==> config.mk <==
export PLATFORM = sky130hd
export DESIGN_NAME = triangle_scheduler
export DESIGN_NICKNAME = d
export VERILOG_FILES = /design/src/rtl/gfx_pkg.sv /design/src/rtl/tri_buffer.sv /design/src/rtl/triangle_scheduler.sv
export SDC_FILE = /design/constraint.sdc
export NUM_CORES = 1
export LEC_CHECK = 0
export CORE_UTILIZATION = 57
export CTS_BUF_LIST = sky130_fd_sc_hd__clkbuf_2 sky130_fd_sc_hd__clkbuf_4 sky130_fd_sc_hd__clkbuf_8
export DETAILED_ROUTE_END_ITERATION = 6
export HOLD_SLACK_MARGIN = 0.08
export PLACE_DENSITY_LB_ADDON = 0.08
export SLEW_MARGIN = 20
export SYNTH_ARGS = -nofsm -noshare
export SYNTH_HDL_FRONTEND = slang
export SYNTH_SLANG_ARGS = --single-unit
export TNS_END_PERCENT = 50
==> constraint.sdc <==
create_clock -name clk -period 3 [get_ports clk]
set_input_delay 0.6 -clock clk [delete_from_list [all_inputs] [get_ports clk]]
set_output_delay 0.6 -clock clk [all_outputs]
set_load 0.03 [all_outputs]
==> src/rtl/gfx_pkg.sv <==
// Shared widths, vertex packing offsets and scheduler state encoding for the triangle path.
package gfx_pkg;

    localparam int GFX_VIDX_W  = 20;
    localparam int GFX_NFACE_W = 21;
    localparam int COORD_W     = 12;
    localparam int DEPTH_W     = 21;
    localparam int COLOR_W     = 24;
    localparam int VERT_W      = COLOR_W + DEPTH_W + 2 * COORD_W;
    localparam int TRI_W       = 3 * VERT_W;

    // Vertex record is {color, depth, y, x} with x at the LSBs.
    localparam int X_LSB     = 0;
    localparam int Y_LSB     = X_LSB + COORD_W;
    localparam int DEPTH_LSB = Y_LSB + COORD_W;
    localparam int COLOR_LSB = DEPTH_LSB + DEPTH_W;

    typedef enum logic [2:0] {
        S_IDLE      = 3'd0,
        S_FETCH     = 3'd1,
        S_WAIT_SRAM = 3'd2,
        S_SHADE     = 3'd3,
        S_PUSH      = 3'd4,
        S_DRAIN     = 3'd5
    } state_t;

endpackage

==> src/rtl/tri_buffer.sv <==
// Two-entry triangle FIFO between the scheduler and the rasterizer.
module tri_buffer
    import gfx_pkg::*;
#(
    parameter int W = TRI_W
) (
    input  logic         clk,
    input  logic         srst_n,
    input  logic         push,
    input  logic         pop,
    input  logic [W-1:0] wr_data,
    output logic         full,
    output logic         empty,
    output logic [W-1:0] head
);

    logic [1:0][W-1:0] mem_q, mem_d;
    logic              rd_q, rd_d;
    logic              wr_q, wr_d;
    logic [1:0]        cnt_q, cnt_d;
    logic              do_push, do_pop;

    assign empty   = (cnt_q == 2'd0);
    assign full    = (cnt_q == 2'd2);
    assign do_pop  = pop && !empty;
    assign do_push = push && (!full || do_pop);
    assign head    = mem_q[rd_q];

    always_comb begin
        mem_d = mem_q;
        rd_d  = rd_q;
        wr_d  = wr_q;
        cnt_d = cnt_q;
        if (do_push) begin
            mem_d[wr_q] = wr_data;
            wr_d        = ~wr_q;
        end
        if (do_pop) begin
            rd_d = ~rd_q;
        end
        case ({do_push, do_pop})
            2'b10:   cnt_d = cnt_q + 2'd1;
            2'b01:   cnt_d = cnt_q - 2'd1;
            default: cnt_d = cnt_q;
        endcase
    end

    always_ff @(posedge clk or negedge srst_n) begin
        if (!srst_n) begin
            mem_q <= '0;
            rd_q  <= 1'b0;
            wr_q  <= 1'b0;
            cnt_q <= 2'd0;
        end else begin
            mem_q <= mem_d;
            rd_q  <= rd_d;
            wr_q  <= wr_d;
            cnt_q <= cnt_d;
        end
    end

endmodule

==> src/rtl/triangle_scheduler.sv <==
// Per-face sequencer: face SRAM fetch, three shader round trips, triangle push.
// Optional back-face culling is built when BACKFACE_CULL_EN is defined.
//   state     | meaning
//   IDLE      | waiting for enable
//   FETCH     | face address presented to SRAM
//   WAIT_SRAM | counting SRAM latency, then capture vertex indices
//   SHADE     | one shader request per vertex slot
//   PUSH      | write (or cull) the assembled triangle
//   DRAIN     | wait for buffer empty, then finish
module triangle_scheduler
    import gfx_pkg::*;
#(
    parameter int VIDX_W   = GFX_VIDX_W,
    parameter int NFACE_W  = GFX_NFACE_W,
    parameter int SRAM_LAT = 1
) (
    input  logic               clk,
    input  logic               srst_n,
    input  logic               enable,
    input  logic [NFACE_W-1:0] num_of_faces,
    output logic [VIDX_W-1:0]  address_sram_get_face,
    input  logic [VIDX_W-1:0]  face_v1,
    input  logic [VIDX_W-1:0]  face_v2,
    input  logic [VIDX_W-1:0]  face_v3,
    output logic               shader_req,
    output logic [VIDX_W-1:0]  shader_vidx,
    input  logic               shader_ack,
    input  logic [COORD_W-1:0] shader_x,
    input  logic [COORD_W-1:0] shader_y,
    input  logic [DEPTH_W-1:0] shader_depth,
    input  logic [COLOR_W-1:0] shader_color,
    output logic               tri_valid,
    output logic [TRI_W-1:0]   tri_data,
    input  logic               tri_ready,
    output logic               busy,
    output logic               finish,
    output logic [NFACE_W-1:0] culled_count
);

    localparam logic [1:0]         LAT_INIT  = 2'(SRAM_LAT - 1);
    localparam logic [NFACE_W-1:0] FACE_ONE  = NFACE_W'(1);

    state_t                      state_q, state_d;
    logic [NFACE_W-1:0]          num_q, num_d;
    logic [NFACE_W-1:0]          face_cnt_q, face_cnt_d;
    logic [NFACE_W-1:0]          culled_q, culled_d;
    logic [1:0]                  lat_q, lat_d;
    logic [1:0]                  k_q, k_d;
    logic                        gap_q, gap_d;
    logic                        busy_q, busy_d;
    logic                        finish_q, finish_d;
    logic [2:0][VIDX_W-1:0]      vidx_q, vidx_d;
    logic [2:0][VERT_W-1:0]      vert_q, vert_d;

    logic                        push, pop, advance, start_job, cull_hit, cull;
    logic                        buf_full, buf_empty;
    logic [VERT_W-1:0]           shade_res;

    assign shade_res = {shader_color, shader_depth, shader_y, shader_x};
    assign tri_valid = !buf_empty;
    assign pop       = tri_valid && tri_ready;

    // Request drops for one cycle after every ack so each vertex is a distinct handshake.
    assign shader_req            = (state_q == S_SHADE) && !gap_q;
    assign address_sram_get_face = face_cnt_q[VIDX_W-1:0];
    assign busy                  = busy_q;
    assign finish                = finish_q;
    assign culled_count          = culled_q;

    always_comb begin
        case (k_q)
            2'd0:    shader_vidx = vidx_q[0];
            2'd1:    shader_vidx = vidx_q[1];
            default: shader_vidx = vidx_q[2];
        endcase
    end

`ifdef BACKFACE_CULL_EN
    logic signed [12:0] dx2, dy2, dx3, dy3;
    logic signed [26:0] area;

    assign dx2  = $signed({1'b0, vert_q[1][X_LSB +: COORD_W]}) - $signed({1'b0, vert_q[0][X_LSB +: COORD_W]});
    assign dy2  = $signed({1'b0, vert_q[1][Y_LSB +: COORD_W]}) - $signed({1'b0, vert_q[0][Y_LSB +: COORD_W]});
    assign dx3  = $signed({1'b0, vert_q[2][X_LSB +: COORD_W]}) - $signed({1'b0, vert_q[0][X_LSB +: COORD_W]});
    assign dy3  = $signed({1'b0, vert_q[2][Y_LSB +: COORD_W]}) - $signed({1'b0, vert_q[0][Y_LSB +: COORD_W]});
    assign area = (27'(dx2) * 27'(dy3)) - (27'(dx3) * 27'(dy2));
    assign cull = (area <= 27'sd0);
`else
    assign cull = 1'b0;
`endif

    always_comb begin
        state_d    = state_q;
        num_d      = num_q;
        face_cnt_d = face_cnt_q;
        lat_d      = lat_q;
        k_d        = k_q;
        gap_d      = 1'b0;
        busy_d     = busy_q;
        finish_d   = 1'b0;
        vidx_d     = vidx_q;
        vert_d     = vert_q;
        push       = 1'b0;
        advance    = 1'b0;
        start_job  = 1'b0;
        cull_hit   = 1'b0;
        case (state_q)
            S_IDLE: begin
                if (enable) begin
                    start_job  = 1'b1;
                    num_d      = num_of_faces;
                    face_cnt_d = '0;
                    busy_d     = 1'b1;
                    state_d    = (num_of_faces == '0) ? S_DRAIN : S_FETCH;
                end
            end
            S_FETCH: begin
                lat_d   = LAT_INIT;
                state_d = S_WAIT_SRAM;
            end
            S_WAIT_SRAM: begin
                if (lat_q == 2'd0) begin
                    vidx_d  = {face_v3, face_v2, face_v1};
                    k_d     = 2'd0;
                    state_d = S_SHADE;
                end else begin
                    lat_d = lat_q - 2'd1;
                end
            end
            S_SHADE: begin
                if (shader_req && shader_ack) begin
                    case (k_q)
                        2'd0:    vert_d[0] = shade_res;
                        2'd1:    vert_d[1] = shade_res;
                        default: vert_d[2] = shade_res;
                    endcase
                    gap_d = 1'b1;
                    if (k_q == 2'd2) begin
                        state_d = S_PUSH;
                    end else begin
                        k_d = k_q + 2'd1;
                    end
                end
            end
            S_PUSH: begin
                if (cull) begin
                    cull_hit = 1'b1;
                    advance  = 1'b1;
                end else if (!buf_full || pop) begin
                    push    = 1'b1;
                    advance = 1'b1;
                end
                if (advance) begin
                    face_cnt_d = face_cnt_q + FACE_ONE;
                    state_d    = (face_cnt_d == num_q) ? S_DRAIN : S_FETCH;
                end
            end
            S_DRAIN: begin
                if (buf_empty) begin
                    finish_d = 1'b1;
                    busy_d   = 1'b0;
                    state_d  = S_IDLE;
                end
            end
            default: state_d = S_IDLE;
        endcase
    end

    always_comb begin
        culled_d = culled_q;
        if (start_job) begin
            culled_d = '0;
        end else if (cull_hit && (culled_q != '1)) begin
            culled_d = culled_q + FACE_ONE;
        end
    end

    always_ff @(posedge clk or negedge srst_n) begin
        if (!srst_n) begin
            state_q    <= S_IDLE;
            num_q      <= '0;
            face_cnt_q <= '0;
            culled_q   <= '0;
            lat_q      <= 2'd0;
            k_q        <= 2'd0;
            gap_q      <= 1'b0;
            busy_q     <= 1'b0;
            finish_q   <= 1'b0;
            vidx_q     <= '0;
            vert_q     <= '0;
        end else begin
            state_q    <= state_d;
            num_q      <= num_d;
            face_cnt_q <= face_cnt_d;
            culled_q   <= culled_d;
            lat_q      <= lat_d;
            k_q        <= k_d;
            gap_q      <= gap_d;
            busy_q     <= busy_d;
            finish_q   <= finish_d;
            vidx_q     <= vidx_d;
            vert_q     <= vert_d;
        end
    end

    tri_buffer #(.W(TRI_W)) u_tri_buffer (
        .clk     (clk),
        .srst_n  (srst_n),
        .push    (push),
        .pop     (pop),
        .wr_data (vert_q),
        .full    (buf_full),
        .empty   (buf_empty),
        .head    (tri_data)
    );

endmodule
# --- Word-level counts from Yosys, hierarchy flattened ---
# Cells that the tools add are included.
word_totals:
  regBits: 758
  output_inout_bits: 272
  input_bits: 155
  word_cells: 120
classes:
  n_bitwise: 3
  n_reduce_logical: 32
  muxes: 38
  n_lt_le_gt_ge: 3
  add_sub_neg: 5
  n_eq_ne: 19
ops:
  columns: ["operator", "count"]
  rows:
  - ["two-way mux 207 bit", 3]
  - ["bitwise mux 414 bit", 1]
  - ["demux 207 bit (select 1 bit)", 1]
  - ["two-way mux 21 bit", 3]
  - ["one-hot mux 21 bit (2 select lines)", 1]
  - ["one-hot mux 20 bit (2 select lines)", 1]
  - ["two-way mux 3 bit", 8]
  - ["adder 21 x 1 -> 21 bit (second input constant)", 1]
  - ["equality test 21 bit", 1]
  - ["zero test 21 bit", 1]
  - ["one-hot mux 3 bit (6 select lines)", 1]
  - ["AND reduction 3 bit", 5]
  - ["one-hot mux 2 bit (2 select lines)", 3]
  - ["two-way mux 1 bit", 11]
  - ["!= test 2 bit (second input constant)", 5]
  - ["nonzero test 2 bit", 5]
  - ["two-way mux 2 bit", 4]
  - ["equality test 2 bit (second input constant)", 3]
  - ["equality test 3 x 2 -> 1 bit (second input constant)", 2]
  - ["equality test 3 bit (second input constant)", 2]
  - ["logical AND 1 bit", 6]
  - ["zero test 2 bit", 3]
  - ["!= test 2 x 1 -> 1 bit (second input constant)", 3]
  - ["AND reduction 2 bit", 3]
  - ["14 further kinds", 23]

# --- Depth between registers and ports, before layout ---
# Gate-level depths: netlist of run 1.
depth:
  depth_word: 9
  mapped_depth: 8
  depth_no_buf: 8

# --- Modules after synthesis ---
# From an unflattened synthesis of run 1, not the netlist that was laid out.
unflattened:
  cells_unflattened: 2159
  area_unflattened_um2: 32277.2
modules_own_cells:
  columns: ["mod", "seq_area_each_um2", "n_inst", "cells_each", "area_each_um2"]
  rows:
  - ["tri_buffer", 10460.0, 1, 1122, 18530.3]
  - ["triangle_scheduler", 7982.7, 1, 1037, 13746.9]

# --- Worst setup path after synthesis of run 1 ---
# No wires, ideal clock.
synth_path:
  path_type: "register to output"
  start: "register u_tri_buffer.rd_q"
  end: "output tri_data[0]"
  path_slack_ns: 0.685
  t_required_ns: 2.400
  path_stages_with_launch: 5
  n_path_buf: 3
  arrival_time_ns: 1.715
  path_cell_list: "dfrtp_1 > clkbuf_1 > clkbuf_1 > buf_1 > mux2_2"
synth_between:
  elab_chain_len: 2
synth_rtl:
  columns: ["element", "line", "text"]
  rows:
  - ["from (decl)", "tri_buffer.sv:18", "logic rd_q, rd_d;"]
  - ["from (signal assigned)", "tri_buffer.sv:56", "rd_q <= rd_d;"]
  - ["two-way mux 207 bit (not written as such) (2 in series)", "tri_buffer.sv:27", "assign head = mem_q[rd_q];"]
  - ["to (decl)", "triangle_scheduler.sv:33", "output logic [TRI_W-1:0] tri_data,"]
# Every way passes these cells. The select of a mux whose other input is x is not followed.

# --- Final worst setup path of run 1 ---
layout_path:
  start: "register u_tri_buffer.rd_q"
  end: "output tri_data[89]"
# The elaborated chain is that of the path after synthesis.

==> results.txt, run 1 <==
- The final layout contains routed wiring with a total length of 72.3 mm.
* Max Buffers Root-to-Sink: 3
* Number of DRC markers after the initial detailed-route iteration: around 840
- Initial core utilization: 58.2%
- Max capacitance violation total: 0
- The tightest hold path in the finished design has a slack of a little over 0.4 ns.
* Clock edge transition at the registers on the reported setup and hold paths: about 0.060 ns
- EDFF count, synth: 0
- Leak: approximately 19 nW
- TritonCTS created 120 clock buffers.
- Largest net degree at the start of global routing: between 90 and 100
- Post-synthesis cell type count: 61
- Number of antenna violations at the first check in global routing: 7
- Insertion delay to the later sink of the worst-skew pair: 0.71 ns
* Residual DRC count: 0
* Post-synthesis sequential area ratio: 58.4%
- For met2 alone, demand over resource in global routing was a little over two fifths.
- The clock tree synthesis step divided the H-tree into 3 levels.
- Ratio of cells with drive above 1 in the final layout: a little over two fifths
- The first detailed-routing pass took 6 iterations.
* Max Clock Freq: between 0.3 and 0.4 GHz
- Clock skew on the completed layout was measured at 0.0198 ns.
- Antenna Nets Post-Route: 0
- The die covers ~56,000 µm².
- After layout, the worst path uses between 90% and 100% of the clock period.
- From left edge to right edge, the die measures approximately 240 µm.
- Post-Route Utilization: ~73%
* Worst Slack Setup Final: around 0.070 ns
- Pin placement for this block handled between 400 and 500 I/O pins.
* Total routing resource utilization after global routing: a little over a quarter
- Setup crit end kind: primary output
- The final route contains 19,047 vias.
- Post-synth ARST share: 100%
- Buffers placed on the I/O ports in this run total just over 400.
- For the pin with the worst max-slew slack, the measured transition is slightly above 0.5 ns.
* Pwr Density: 1140 nW/µm²
- Relative slew slack: between 60% and 70%
- The flow ran to the end, and the final reports show no timing, DRC or antenna violations.
* Flip-flop and latch count after synthesis: around 740
- In this run the worst path has a maximum fanout of 28.
- Measured in cells, the most critical reg-to-reg path has a length of 7.
* Required arrival time at the worst endpoint: roughly 2.4 ns
- After synthesis, the mean cell area works out to 14.5 µm².
* Busiest layer in global routing: met2
* Final Critical Period: just under 3 ns
- Post-route cell area: about 40,000 µm²
- Area after DPL: 36,900 µm²
* Total clock sinks: 737
- Data arrival, critical path: 2.33 ns
* Class of the tightest hold or removal check: in -> async
- Post-synthesis cell count: between 2,000 and 2,500
* Met3 track demand over resource in global routing: 6.85%
- CTS tree: yes
- Count of endpoints failing hold in the final timing report: 0
- In this run the worst setup path begins at u_tri_buffer.rd_q.
* Crit path kind: reg -> out
* Setup slack, reg-to-reg: ~0.55 ns
* Worst setup path endpoint: tri_data[89]
- Global route total overflow: 0
- The floorplan has 85 rows.
* Leading register cell type out of synthesis: sky130_fd_sc_hd__dfrtp_1
* Wirelength per Cell: between 20 and 25 µm
- Once detailed placement completed, the half-perimeter wirelength came to between 40 and 50 mm.
- Leaving out fill and tap cells, the most frequent cell in the layout is sky130_fd_sc_hd__dfrtp_1.
- Wire length of the first global-routing pass: approximately 120 mm
- The endpoint identified for the worst register-to-register timing path is state_q[2].
- OpenSTA, run right after detailed placement, puts the worst setup slack at ~0.32 ns.
* Met1 Use GR: between 30% and 40%
* Die extent in y: about 240 µm
- The count of final max-slew check failures was 0.
* Maximum resistive drop on vdd: just over 0.8 mV
- From synthesis to final layout, the design area changed by 25.2%.
- Setup repair after global routing could not meet its margin everywhere.
- Routability cong.: 0.837
* Yosys warning count: 0
* Commonest cells after routing, fill and taps aside: 735 x sky130_fd_sc_hd__dfrtp_1, 650 x sky130_fd_sc_hd__mux2_2, 240 x sky130_fd_sc_hd__mux2_1
* Number of nets in the layout: between 2,000 and 3,000
* Clock Tree Root: sky130_fd_sc_hd__clkbuf_8
- Setup violations remaining at the end of the flow were counted as 0.
- The startpoint identified for the worst register-to-register timing path is face_cnt_q[0].
- Total core area: around 54,000 µm²
* Kind of start point of the critical path: flip-flop
- Via count of the first global-routing pass: 20,655
- Vias per Instance: roughly 5.5
- Total power for the finished layout comes to approximately 45 mW.
- In this run the cell area of the synthesized design comes to between 30,000 and 40,000 µm².
==> critical path: stages (launching register included) <==
cell,delay [ns]
sky130_fd_sc_hd__dfrtp_4,0.51
sky130_fd_sc_hd__buf_12,0.19
sky130_fd_sc_hd__buf_16,0.21
sky130_fd_sc_hd__mux2_2,0.37
sky130_fd_sc_hd__clkdlybuf4s15_2,0.31
==> routing by layer <==
layer / up-vias / wire length, µm
met1: 9872 / 30900
met2: 400 / 36100
met3: 105 / 3910
li1: 8658 / -
met4: 12 / 1250
met5: - / 88
==> kinds of logic (layout without fill, tap and decap cells) <==
kind of cell	after synthesis	in the layout	synth area share (%)
xor gates and xnor gates	34	34	0.943
AOI/OAI and AO/OA	92	92	1.90
and+or+nand+nor	238	238	3.66
adders and majority gates	6	6	0.238
DFF	737	737	58.4
muxes	894	894	31.9
buffers and inverters	174	733	3.01
other	1	23	0.0119
==> state kept, by name (all words and copies together), names as in the netlist, 3 cells and up <==
register            flops
state_q                 3
vert_q                207
vidx_q                 60
face_cnt_q             21
num_q                  21
u_tri_buffer.mem_q    414
==> report_power, final <==
| group | switching, mW | internal, mW | leakage, nW |
|---|---|---|---|
| Combinational | 9.89 | 8.84 | 8.07 |
| Clock | 3.94 | 5.54 | 1.43 |
| Sequential | 2.59 | 14.4 | 9.43 |
==> Yosys cell counts, types with 2 or more instances <==
cell	count	area share, %
sky130_fd_sc_hd__dfrtp_1	737	58
sky130_fd_sc_hd__mux2_2	651	23
sky130_fd_sc_hd__mux2_1	240	8.6
sky130_fd_sc_hd__nand2_1	150	1.8
sky130_fd_sc_hd__buf_4	56	1.3
sky130_fd_sc_hd__buf_2	44	0.70
sky130_fd_sc_hd__clkbuf_1	39	0.46
sky130_fd_sc_hd__o21ai_0	30	0.48
sky130_fd_sc_hd__xnor2_1	22	0.61
sky130_fd_sc_hd__a22oi_1	21	0.50
sky130_fd_sc_hd__buf_1	18	0.21
sky130_fd_sc_hd__nor2_1	17	0.20
sky130_fd_sc_hd__a21oi_1	15	0.24
sky130_fd_sc_hd__xor2_1	12	0.33
sky130_fd_sc_hd__inv_1	10	0.12
sky130_fd_sc_hd__nand3_1	9	0.14
sky130_fd_sc_hd__nor3_1	8	0.13
sky130_fd_sc_hd__nand2b_1	7	0.14
sky130_fd_sc_hd__ha_1	6	0.24
sky130_fd_sc_hd__nand4_1	6	0.12
sky130_fd_sc_hd__nor4_1	6	0.12
sky130_fd_sc_hd__and3_1	5	0.099
sky130_fd_sc_hd__and4_1	4	0.11
sky130_fd_sc_hd__buf_6	4	0.14
sky130_fd_sc_hd__o31ai_1	4	0.095
sky130_fd_sc_hd__or3_1	4	0.079
sky130_fd_sc_hd__a31oi_1	3	0.059
sky130_fd_sc_hd__mux2i_1	3	0.095
sky130_fd_sc_hd__nor4_2	3	0.12
sky130_fd_sc_hd__a211oi_1	2	0.048
sky130_fd_sc_hd__a2bb2oi_1	2	0.055
sky130_fd_sc_hd__and2_1	2	0.040
sky130_fd_sc_hd__inv_2	2	0.024
sky130_fd_sc_hd__nand3b_1	2	0.048
sky130_fd_sc_hd__nor2b_1	2	0.040
sky130_fd_sc_hd__nor3b_1	2	0.048
sky130_fd_sc_hd__nor4_4	2	0.13
sky130_fd_sc_hd__o2bb2ai_1	2	0.055
sky130_fd_sc_hd__o41ai_1	2	0.055
==> through the flow <==
step / setup TNS, ns / std cells
finish: 0 / 3453
global route: -0.0630 / 3452
CTS: -0.355 / 3445
detailed placement: 0 / 3215
global placement: 0 / 3215
floorplan: 0 / 2196
==> repair_timing <==
action | 4_1_cts | 5_1_grt
setup endpoints to repair | 218 | 95
hold buffers | 1 | 0
pin swaps | 0 | 0
endpoints found under the hold margin | 32 | 0
setup buffers | 7 | 5
gates resized for setup | 586 | 92
cloned | 1 | 1
==> area by class of cell <==
type / instances / area [µm²]
multi-input combinational: 1285 / 12300
clock buffer: 200 / 2480
timing repair buffer: 500 / 5140
inverter: 12 / 45.0
clock inverter: 21 / 231
sequential: 737 / 18400
tap: 696 / 871
fill: 3551 / 14700
antenna: 2 / 5.00
==> worst min-delay path by stage <==
stage,from,end,slack (ns),depth (start not counted)
3_3_place_gp,u_tri_buffer.mem_q[15],u_tri_buffer.mem_q[15],0.46,1
3_5_place_dp,u_tri_buffer.mem_q[53],u_tri_buffer.mem_q[53],0.47,1
5_1_grt,srst_n,u_tri_buffer.mem_q[404],0.39,2
6_report,srst_n,u_tri_buffer.mem_q[404],0.41,2
4_1_cts,srst_n,u_tri_buffer.mem_q[404],0.37,2
2_1_floorplan,srst_n,busy,0.30,0
Power figures use the tool's default switching activity.
==> inputs of run 2 (changes only) <==
- PLACE_DENSITY: not set -> 0.88
- PLACE_DENSITY_LB_ADDON: 0.08 -> not set
==> results.txt, run 2 (same netlist as run 1, synthesis figures left out) <==
* Status: finished clean (unchanged)
- Insertion delay to the later sink of the worst-skew pair: 0.70 ns (was 0.71 ns)
* Leak: 19.6 nW (was 18.9 nW)
* Vias per Instance: 5.68 (was 5.52)
- The total CTS buffers was 114 (was 120).
- Number of max-slew violations in the final report: 0 (unchanged)
- Critical register-to-register path startpoint: face_cnt_q[0] (unchanged)
* Sw Pwr: 16.7 mW (was 16.4 mW)
* FF+latch area: 18,400 µm² (unchanged)
- The clock root buffer master is sky130_fd_sc_hd__clkbuf_8 (unchanged).
* Maximum resistive drop on vdd: 1.17 mV (was 0.811 mV)
- The share of cells above drive strength 1 is 38.7% (was 42.4%).
* Count of endpoints failing hold in the final timing report: 0 (unchanged)
- The maximum fanout encountered on the critical timing path came to 68 (was 28).
- DR vias: 19,522 (was 19,047)
* Data arrival, critical path: 2.38 ns (was 2.33 ns)
* Reg2Reg Capture Point: state_q[2] (unchanged)
- Routability cong.: 0.876 (was 0.837)
- The area of the multi-input gates came to 12,300 µm² (about the same).
- Worst hold path stage count: 3
- Fill cell instance count of the final layout: 3,358 (was 3,551)
- The hold slack came to 0.468 ns (was 0.412 ns).
- The number of buffers on the longest clock path is 3 (unchanged).
- Via count of the first global-routing pass: 21,395 (was 20,655)
* Initial core utilization: 58.2% (unchanged)
- The max-slew headroom at the worst pin is 60.3% (was 65.9%).
- Switching share of total power: 37.1% (was 36.3%)
- Number of nets in the layout: 2,809 (was 2,817)
- Class of the tightest hold or removal check: in -> reg (was in -> async)
* Residual DRC count: 0 (unchanged)
- The total global routing overflow was 0 (unchanged).
* Setup slack after placement: 0.325 ns (was 0.317 ns)
- Commonest cells after routing, fill and taps aside: 735 x sky130_fd_sc_hd__dfrtp_1, 651 x sky130_fd_sc_hd__mux2_2, 240 x sky130_fd_sc_hd__mux2_1 (was 735 x sky130_fd_sc_hd__dfrtp_1, 650 x sky130_fd_sc_hd__mux2_2, 240 x sky130_fd_sc_hd__mux2_1)
- Wirelength per Cell: 22.1 µm (was 20.9 µm)
* Floorplan die width: 237 µm (unchanged)
* Std-Cell Rows: 85 (unchanged)
- Clock edge transition at the registers on the reported setup and hold paths: 0.06 ns (about the same)
- The clock period minus final worst setup slack is 2.98 ns (was 2.93 ns).
- The largest register by flop count is u_tri_buffer.mem_q (unchanged).
- Accumulated negative setup slack: 0 ns (unchanged)
* Number of ports placed on the die boundary: 427 (unchanged)
- The first-iteration detailed-routing DRC count is 1,010 (was 836).
- Total clock sinks: 737 (unchanged)
- Clock Power Share: 20.4% (was 21.0%)
- Largest net degree at the start of global routing: 102 (was 92)
- The growth of design area from synthesis to finish came to 24.7% (was 25.2%).
- The worst setup skew after layout came to 0.0277 ns (was 0.0198 ns).
- Max capacitance violation total: 0 (unchanged)
- The number of antenna violations at the first check in global routing is 3 (was 7).
- RSZ-0062 raised after global routing: true (unchanged)
- Worst Reg2Reg Path Length in Cells: 7 (unchanged)
- Top Registers: u_tri_buffer.mem_q: 414 flops, vert_q: 207 flops, vidx_q: 60 flops (unchanged)
* Crit path kind: reg -> out (unchanged)
* Internal portion of total power: 28.3 mW (was 28.8 mW)
- Wire length after detailed routing: 76.1 mm (was 72.3 mm)
- The kind of capture point of the worst setup path is a primary output (unchanged).
- The worst reg-to-reg setup slack was 0.66 ns (was 0.55 ns).
* Die outline area: 56,400 µm² (unchanged)
- The y dimension of the die came to 237 µm (unchanged).
- The power density relative to cell area came to 1140 nW/µm² (about the same).
- CTS tree: yes (unchanged)
- First drt pass iteration count: 5 (was 6)
* Hold path start: num_of_faces[8]
- The core footprint came to 54,200 µm² (unchanged).
- Max Clock Freq: 0.335 GHz (was 0.341 GHz)
- The part of the total power dissipated in sequential elements is 38.1% (was 37.6%).
- Part of the total power dissipated in combinational logic: 41.4% (was 41.5%)
- For hold timing, the worst endpoint is num_q[8].
* Hpwl dp: 48.6 mm (about the same)
- The global-route wire length before repair is 120 mm (was 115 mm).
- The global routing usage summed across all routing layers is 27.3% (was 26.1%).
- Kind of start point of the critical path: flip-flop (unchanged)
- The port buffer count was 405 (unchanged).
- CTS HTree Levels: 3 (unchanged)
- Share of the clock period used by the worst path: 99.5% (was 97.7%)
- The worst-margin pin slew was 0.595 ns (was 0.507 ns).
- The number of flip-flops under the largest register name was 414 (unchanged).
- Required arrival time at the worst endpoint: 2.40 ns (about the same)
- Worst Slack Setup Final: 0.0153 ns (was 0.0702 ns)
- Total setup violations reported at the end of the flow: 0 (unchanged)
- The count of nets left with antenna violations after detail routing came to 0 (unchanged).
* Most common cell after layout, fill and taps aside: sky130_fd_sc_hd__dfrtp_1 (unchanged)
==> run 2: layer usage <==
metal	GRT usage [%]	wire, µm
met1	34.6	31100
met2	46.5	38400
met3	6.48	4700
met4	8.48	1840
met5	0	13
==> run 2: area by class of cell <==
cell class	count	share of cell area, %
antenna	1	0.00635
inverter	12	0.114
clock buffer	192	6.10
sequential	737	46.8
multi-input combinational	1285	31.3
timing repair buffer	498	13.0
tap	696	2.21
clock inverter	16	0.464
==> run 2: power by group through the flow <==
stage                     Clock (mW)  Combinational [mW]  Sequential (mW)
final                           9.21                18.7             17.2
after floorplan                    0                12.7             16.1
after detailed placement           0                19.1             17.1
after global placement             0                18.6             16.7
after global routing            9.82                19.7             17.6
after CTS                       9.35                18.8             17.1
==> run 2: timing repair <==
item,in CTS,in global routing
resized for setup,242,112
hold buffers,1,0
endpoints found under the setup margin,208,163
endpoints found under the hold margin,53,0
gates cloned,3,1
setup buffers,2,2
==> run 2: how the worst max path moves through the flow <==
stage                      start                 endpoint  slack (ns)  cells past startpoint
2_1_floorplan  u_tri_buffer.rd_q              tri_data[0]        0.68                      4
3_3_place_gp           tri_ready  u_tri_buffer.mem_q[128]        0.36                      8
3_5_place_dp           tri_ready  u_tri_buffer.mem_q[130]        0.33                      8
4_1_cts        u_tri_buffer.rd_q            tri_data[137]       -0.25                      3
5_1_grt        u_tri_buffer.rd_q            tri_data[102]       -0.05                      3
6_report       u_tri_buffer.rd_q            tri_data[102]        0.02                      3
==> run 2: worst max-delay path, cell delays in order, from the launching register on <==
cell and delay [ns]:
sky130_fd_sc_hd__dfrtp_4 0.48, sky130_fd_sc_hd__buf_16 0.30, sky130_fd_sc_hd__mux2_2 0.39, sky130_fd_sc_hd__dlygate4sd2_1 0.40
==> run 2: through the flow <==
stage          cells  utilization (%)  cell area, µm²  total power, mW
6_report        3437             72.6           39400             45.0
3_3_place_gp    3219             67.7           36700             35.3
5_1_grt         3436             72.6           39400             47.2
2_1_floorplan   2196                -           31700             28.8
4_1_cts         3433             72.5           39300             45.2
3_5_place_dp    3219             67.7           36700             36.3
==> inputs of run 3 (changes only) <==
- ABC_AREA: not set -> 0
==> results of run 3 <==
No change in the layout: final DEF, timing and power equal those of run 2.
==> RTL change 1 (settings of run 3) <==
The 6 states of `state_t` get a one-hot encoding in 6 bits.
--- a/src/rtl/gfx_pkg.sv
+++ b/src/rtl/gfx_pkg.sv
@@ -17,9 +17,9 @@
 
-    typedef enum logic [2:0] {
-        S_IDLE      = 3'd0,
-        S_FETCH     = 3'd1,
-        S_WAIT_SRAM = 3'd2,
-        S_SHADE     = 3'd3,
-        S_PUSH      = 3'd4,
-        S_DRAIN     = 3'd5
+    typedef enum logic [5:0] {
+        S_IDLE      = 6'b000001,
+        S_FETCH     = 6'b000010,
+        S_WAIT_SRAM = 6'b000100,
+        S_SHADE     = 6'b001000,
+        S_PUSH      = 6'b010000,
+        S_DRAIN     = 6'b100000
     } state_t;
Behaviour: no difference found for any inputs over 4 cycles, from zero or initial values and one cycle with srst_n low; so few cycles prove little.
==> RTL change 1 against run 3 <==
Hold slack worse by 0.62 ps. Register-to-register slack worse by 480 ps. Final area about the same. Cell count grew 0.15%. Worst setup slack gained 1.2 ps. Wire length shrank 1.3%. Critical path depth increased by 2. Sequential cell count up 3. Non-clock buffer count shrank 24. Sequential share of layout area increased by 0.19 points. First-iteration DRC count fell by 2.8%. Synthesized area increased by 0.80%. Critical path type unchanged.
Power is not compared: it rests on default switching activity, and its combinational part moved more than twofold at a synthesized area within 25%.
==> RTL change 1: results (changes against run 3) <==
stage;metric;value;unit;change
run_status;outcome;complete, no violations;;unchanged
grt;pin count of the biggest net entering global routing;99;;was 102
grt;global-route wire length before repair;117.7;mm;was 119.9 mm
yosys;top cells by area, synth;dfrtp_1 58%, mux2_2 26%, mux2_1 6.4%, buf_4 1.2%, buf_6 0.99%;;was dfrtp_1 58%, mux2_2 23%, mux2_1 8.6%, nand2_1 1.8%, buf_4 1.3%
clock_tree;Hold Buf Count CTS;1;;unchanged
placement;Port Buf Inserts;405;;unchanged
worst_setup_path;reg2reg end;u_tri_buffer.mem_q[129];;was state_q[2]
timing;Setup-failing EPs final;0;;unchanged
routing;Detailed Route Iter0 Violations;982;;was 1010
grt;met2 GRT Util;45.62;%;was 46.50%
clock_tree;clock buffer count from CTS;117;;was 114
clock_tree;Setup Buffers After CTS;3;;was 2
yosys;Syn Area/Cell;14.84;sq um;was 14.52 sq um
routing;Max Used Layer;met5;;unchanged
placement;HPWL Detailed;48.21;mm;was 48.63 mm
placement;placed cell count;3216;;was 3219
worst_setup_path;r2r setup slk;180;ps;was 660 ps
routing;DR WL met2;38.07;mm;was 38.42 mm
timing;hold_ws;467.5;ps;was 468.1 ps
finish;Largest regs;u_tri_buffer.mem_q (414), vert_q (207), vidx_q (60);;unchanged
routing;DR WL/cell;21.82;um;was 22.15 um
timing;Slew @ Worst Pin;671.9;ps;was 595.1 ps
power;cell internal pwr;20.21;mW;
grt;GR Util met3;7.103;%;was 6.480%
grt;global routing usage on met1;32.19;%;was 34.60%
worst_setup_path;RR Startpoint;state_q[1];;was face_cnt_q[0]
worst_hold_path;worst hold path class;input pin to async pin;;was input pin to flip-flop
finish;proportion of layout cells with a drive suffix above 1;43.16;%;was 38.72%
placement;Final Wtd Congestion;0.8507;;was 0.8762
worst_setup_path;CP max FO;19;;was 68
routing;Routed met1 length;30.05;mm;was 31.14 mm
routing;vias;19350;;was 19.52k
grt;GRT Overall Usage;26.66;%;was 27.30%
grt;initial antenna violation count;6;;was 3
worst_setup_path;Worst R2R Path Depth;8;;was 7
yosys;list of most frequent post-synthesis cells;739 x dfrtp_1, 730 x mux2_2, 180 x mux2_1;;was 737 x dfrtp_1, 651 x mux2_2, 240 x mux2_1
clock_tree;H-tree Lvls;3;;unchanged
worst_setup_path;crit-path max cell delay;530;ps;was 480 ps
yosys;Netlist cell types;60;;was 61
finish;final net count;2759;;was 2809
placement;worst slack, placed;194.9;ps;was 325.1 ps
power;leak pwr;20.48;nW;
placement;placed cell area;36700;sq um;was 36720 sq um
grt;vias in the first global route;21350;;was 21.40k
timing;clock skew;20.82;ps;was 27.74 ps
clock_tree;post-CTS sizing;442;;was 242
routing;met3 wire len;4.645;mm;was 4.697 mm
routing;vias per inst;5.621;;was 5.680
-- RTL change 1: cell types whose count changed in the layout (fill, tap and decap cells not counted), moves of 6 or more --
cell,delta
buf_2,+37
buf_4,-11
clkbuf_2,-29
clkdlybuf4s15_2,+19
clkinv_2,-7
dlymetal6s2s_1,-48
mux2_1,-60
mux2_2,+79
nand2_1,-84
nor2_1,+11
nor4_1,+6
o21ai_0,+8
-- RTL change 1: worst register-to-register path, stage by stage (launching register included) --
cell	delay, ps
dfrtp_1	470
or4_4	610
nor3b_4	220
and2b_2	260
inv_2	80
nor2_4	150
buf_12	230
buf_12	270
mux2_2	410
-- RTL change 1: kinds of logic after synthesis --
family          count (synthesis)  synth area share (%)
buf+inv                       174                 3.376
xor+xnor                       32                0.8803
compound gates                104                 2.075
other cells                     1               0.01178
simple gates                  174                 2.916
flops                         740                 58.16
mux                           915                 32.34
fa+ha+maj                       6                0.2358
-- RTL change 1: worst max path at each step --
stage	start	end	slack [ps]	cells after the start
floorplan	state_q[1]	vert_q[196]	500	9
finish	u_tri_buffer.rd_q	tri_data[194]	20	5
detailed placement	face_cnt_q[0]	state_q[1]	190	8
CTS	u_tri_buffer.rd_q	tri_data[174]	-60	4
global route	u_tri_buffer.rd_q	tri_data[198]	-60	5
global placement	face_cnt_q[0]	state_q[1]	260	8
-- RTL change 1: layout make-up --
type | instances | area [sq um]
Fill cell | 3603 | 15700
Tap cell | 748 | 935.9
Inverter | 13 | 48.80
Multi-Input combinational cell | 1252 | 12380
Clock buffer | 198 | 2462
Antenna cell | 2 | 5.005
Clock inverter | 15 | 237.7
Timing Repair Buffer | 474 | 4801
Sequential cell | 740 | 18520
==> RTL change 2 (config.mk and constraints of run 3) <==
Without the edit above. The option `BACKFACE_CULL_EN` is turned on by a define.
--- a/src/rtl/triangle_scheduler.sv
+++ b/src/rtl/triangle_scheduler.sv
@@ -9,2 +9,4 @@
 //   DRAIN     | wait for buffer empty, then finish
+`define BACKFACE_CULL_EN
+
 module triangle_scheduler
Function: not settled (the Yosys comparison gave no result); the edit may change what the design does.
==> RTL change 2 against run 3 <==
Synthesized cell count grew 81%. The flow now stops in global routing. Synthesized area grew 53%.
==> RTL change 2: results (changes against run 3) <==
stage;metric;value;unit;change
placement;Port Buf Inserts;426;;was 405
run_status;outcome;stopped before the end;;was complete, no violations
timing;worst_ep kind;register data pin;;
placement;placed cell area;57850;sq um;was 36720 sq um
yosys;sequential-to-total area share from yosys stat;39.24;%;was 58.39%
yosys;Synth warnings;0;;unchanged
grt;GRT Overall Usage;66.88;%;
placement;worst slack, placed;-6785;ps;was 325.1 ps
run_status;Stop Error;[ERROR GRT-0232] Routing congestion too high. Check the congestion heatmap in the GUI.;;
clock_tree;clock buffer depth;3;;unchanged
placement;HPWL Detailed;100.8;mm;was 48.63 mm
yosys;Async S/R FF share, synth;100.0;%;unchanged
yosys;list of most frequent post-synthesis cells;758 x dfrtp_1, 637 x mux2_2, 392 x fa_1;;was 737 x dfrtp_1, 651 x mux2_2, 240 x mux2_1
grt;total congestion overflow;69;;
clock_tree;clk sinks;758;;was 737
yosys;top cells by area, synth;dfrtp_1 39%, fa_1 16%, mux2_2 15%, ha_1 4.5%, mux2_1 3.6%;;was dfrtp_1 58%, mux2_2 23%, mux2_1 8.6%, nand2_1 1.8%, buf_4 1.3%
placement;Final Wtd Congestion;1.006;;was 0.8762
run_status;failing step;global routing;;
timing;GR repair worst EP;u_tri_buffer.mem_q[132]$_DFFE_PN0P_/D;;
grt;pin count of the biggest net entering global routing;92;;
yosys;Netlist cell types;81;;was 61
clock_tree;H-tree Lvls;3;;unchanged
yosys;Syn Nets;4667;;
clock_tree;CTS root buffer;clkbuf_8;;unchanged
grt;initial antenna violation count;48;;
clock_tree;clock buffer count from CTS;112;;was 114
-- RTL change 2: cell families after synthesis --
family | share of synthesized area [%]
AO/OA/AOI/OAI | 3.939
buffers and inverters | 5.195
AND/OR/NAND/NOR | 7.374
multiplexers | 21.56
XOR/XNOR | 1.957
adder cells (fa/ha/maj) | 20.74
flip-flops | 39.24
-- RTL change 2: stage by stage --
step	utilization, %	cells
after CTS	75.04	6129
after detailed placement	69.02	5839
after global placement	69.02	5839
after floorplan	-	3946
-- RTL change 2: what timing repair did --
| item | in CTS |
|---|---|
| resized for setup | 295 |
| endpoints found under the setup margin | 668 |
| buffers inserted | 52 |
| endpoints found under the hold margin | 46 |
| gates cloned | 31 |
| pin swaps | 43 |
| hold buffers | 1 |
-- RTL change 2: layer usage --
metal / global-route usage [%] / GRT overflow
met5: 39.53 / 1
met4: 65.14 / 32
met3: 57.29 / 5
met2: 81.04 / 30
met1: 63.95 / 1
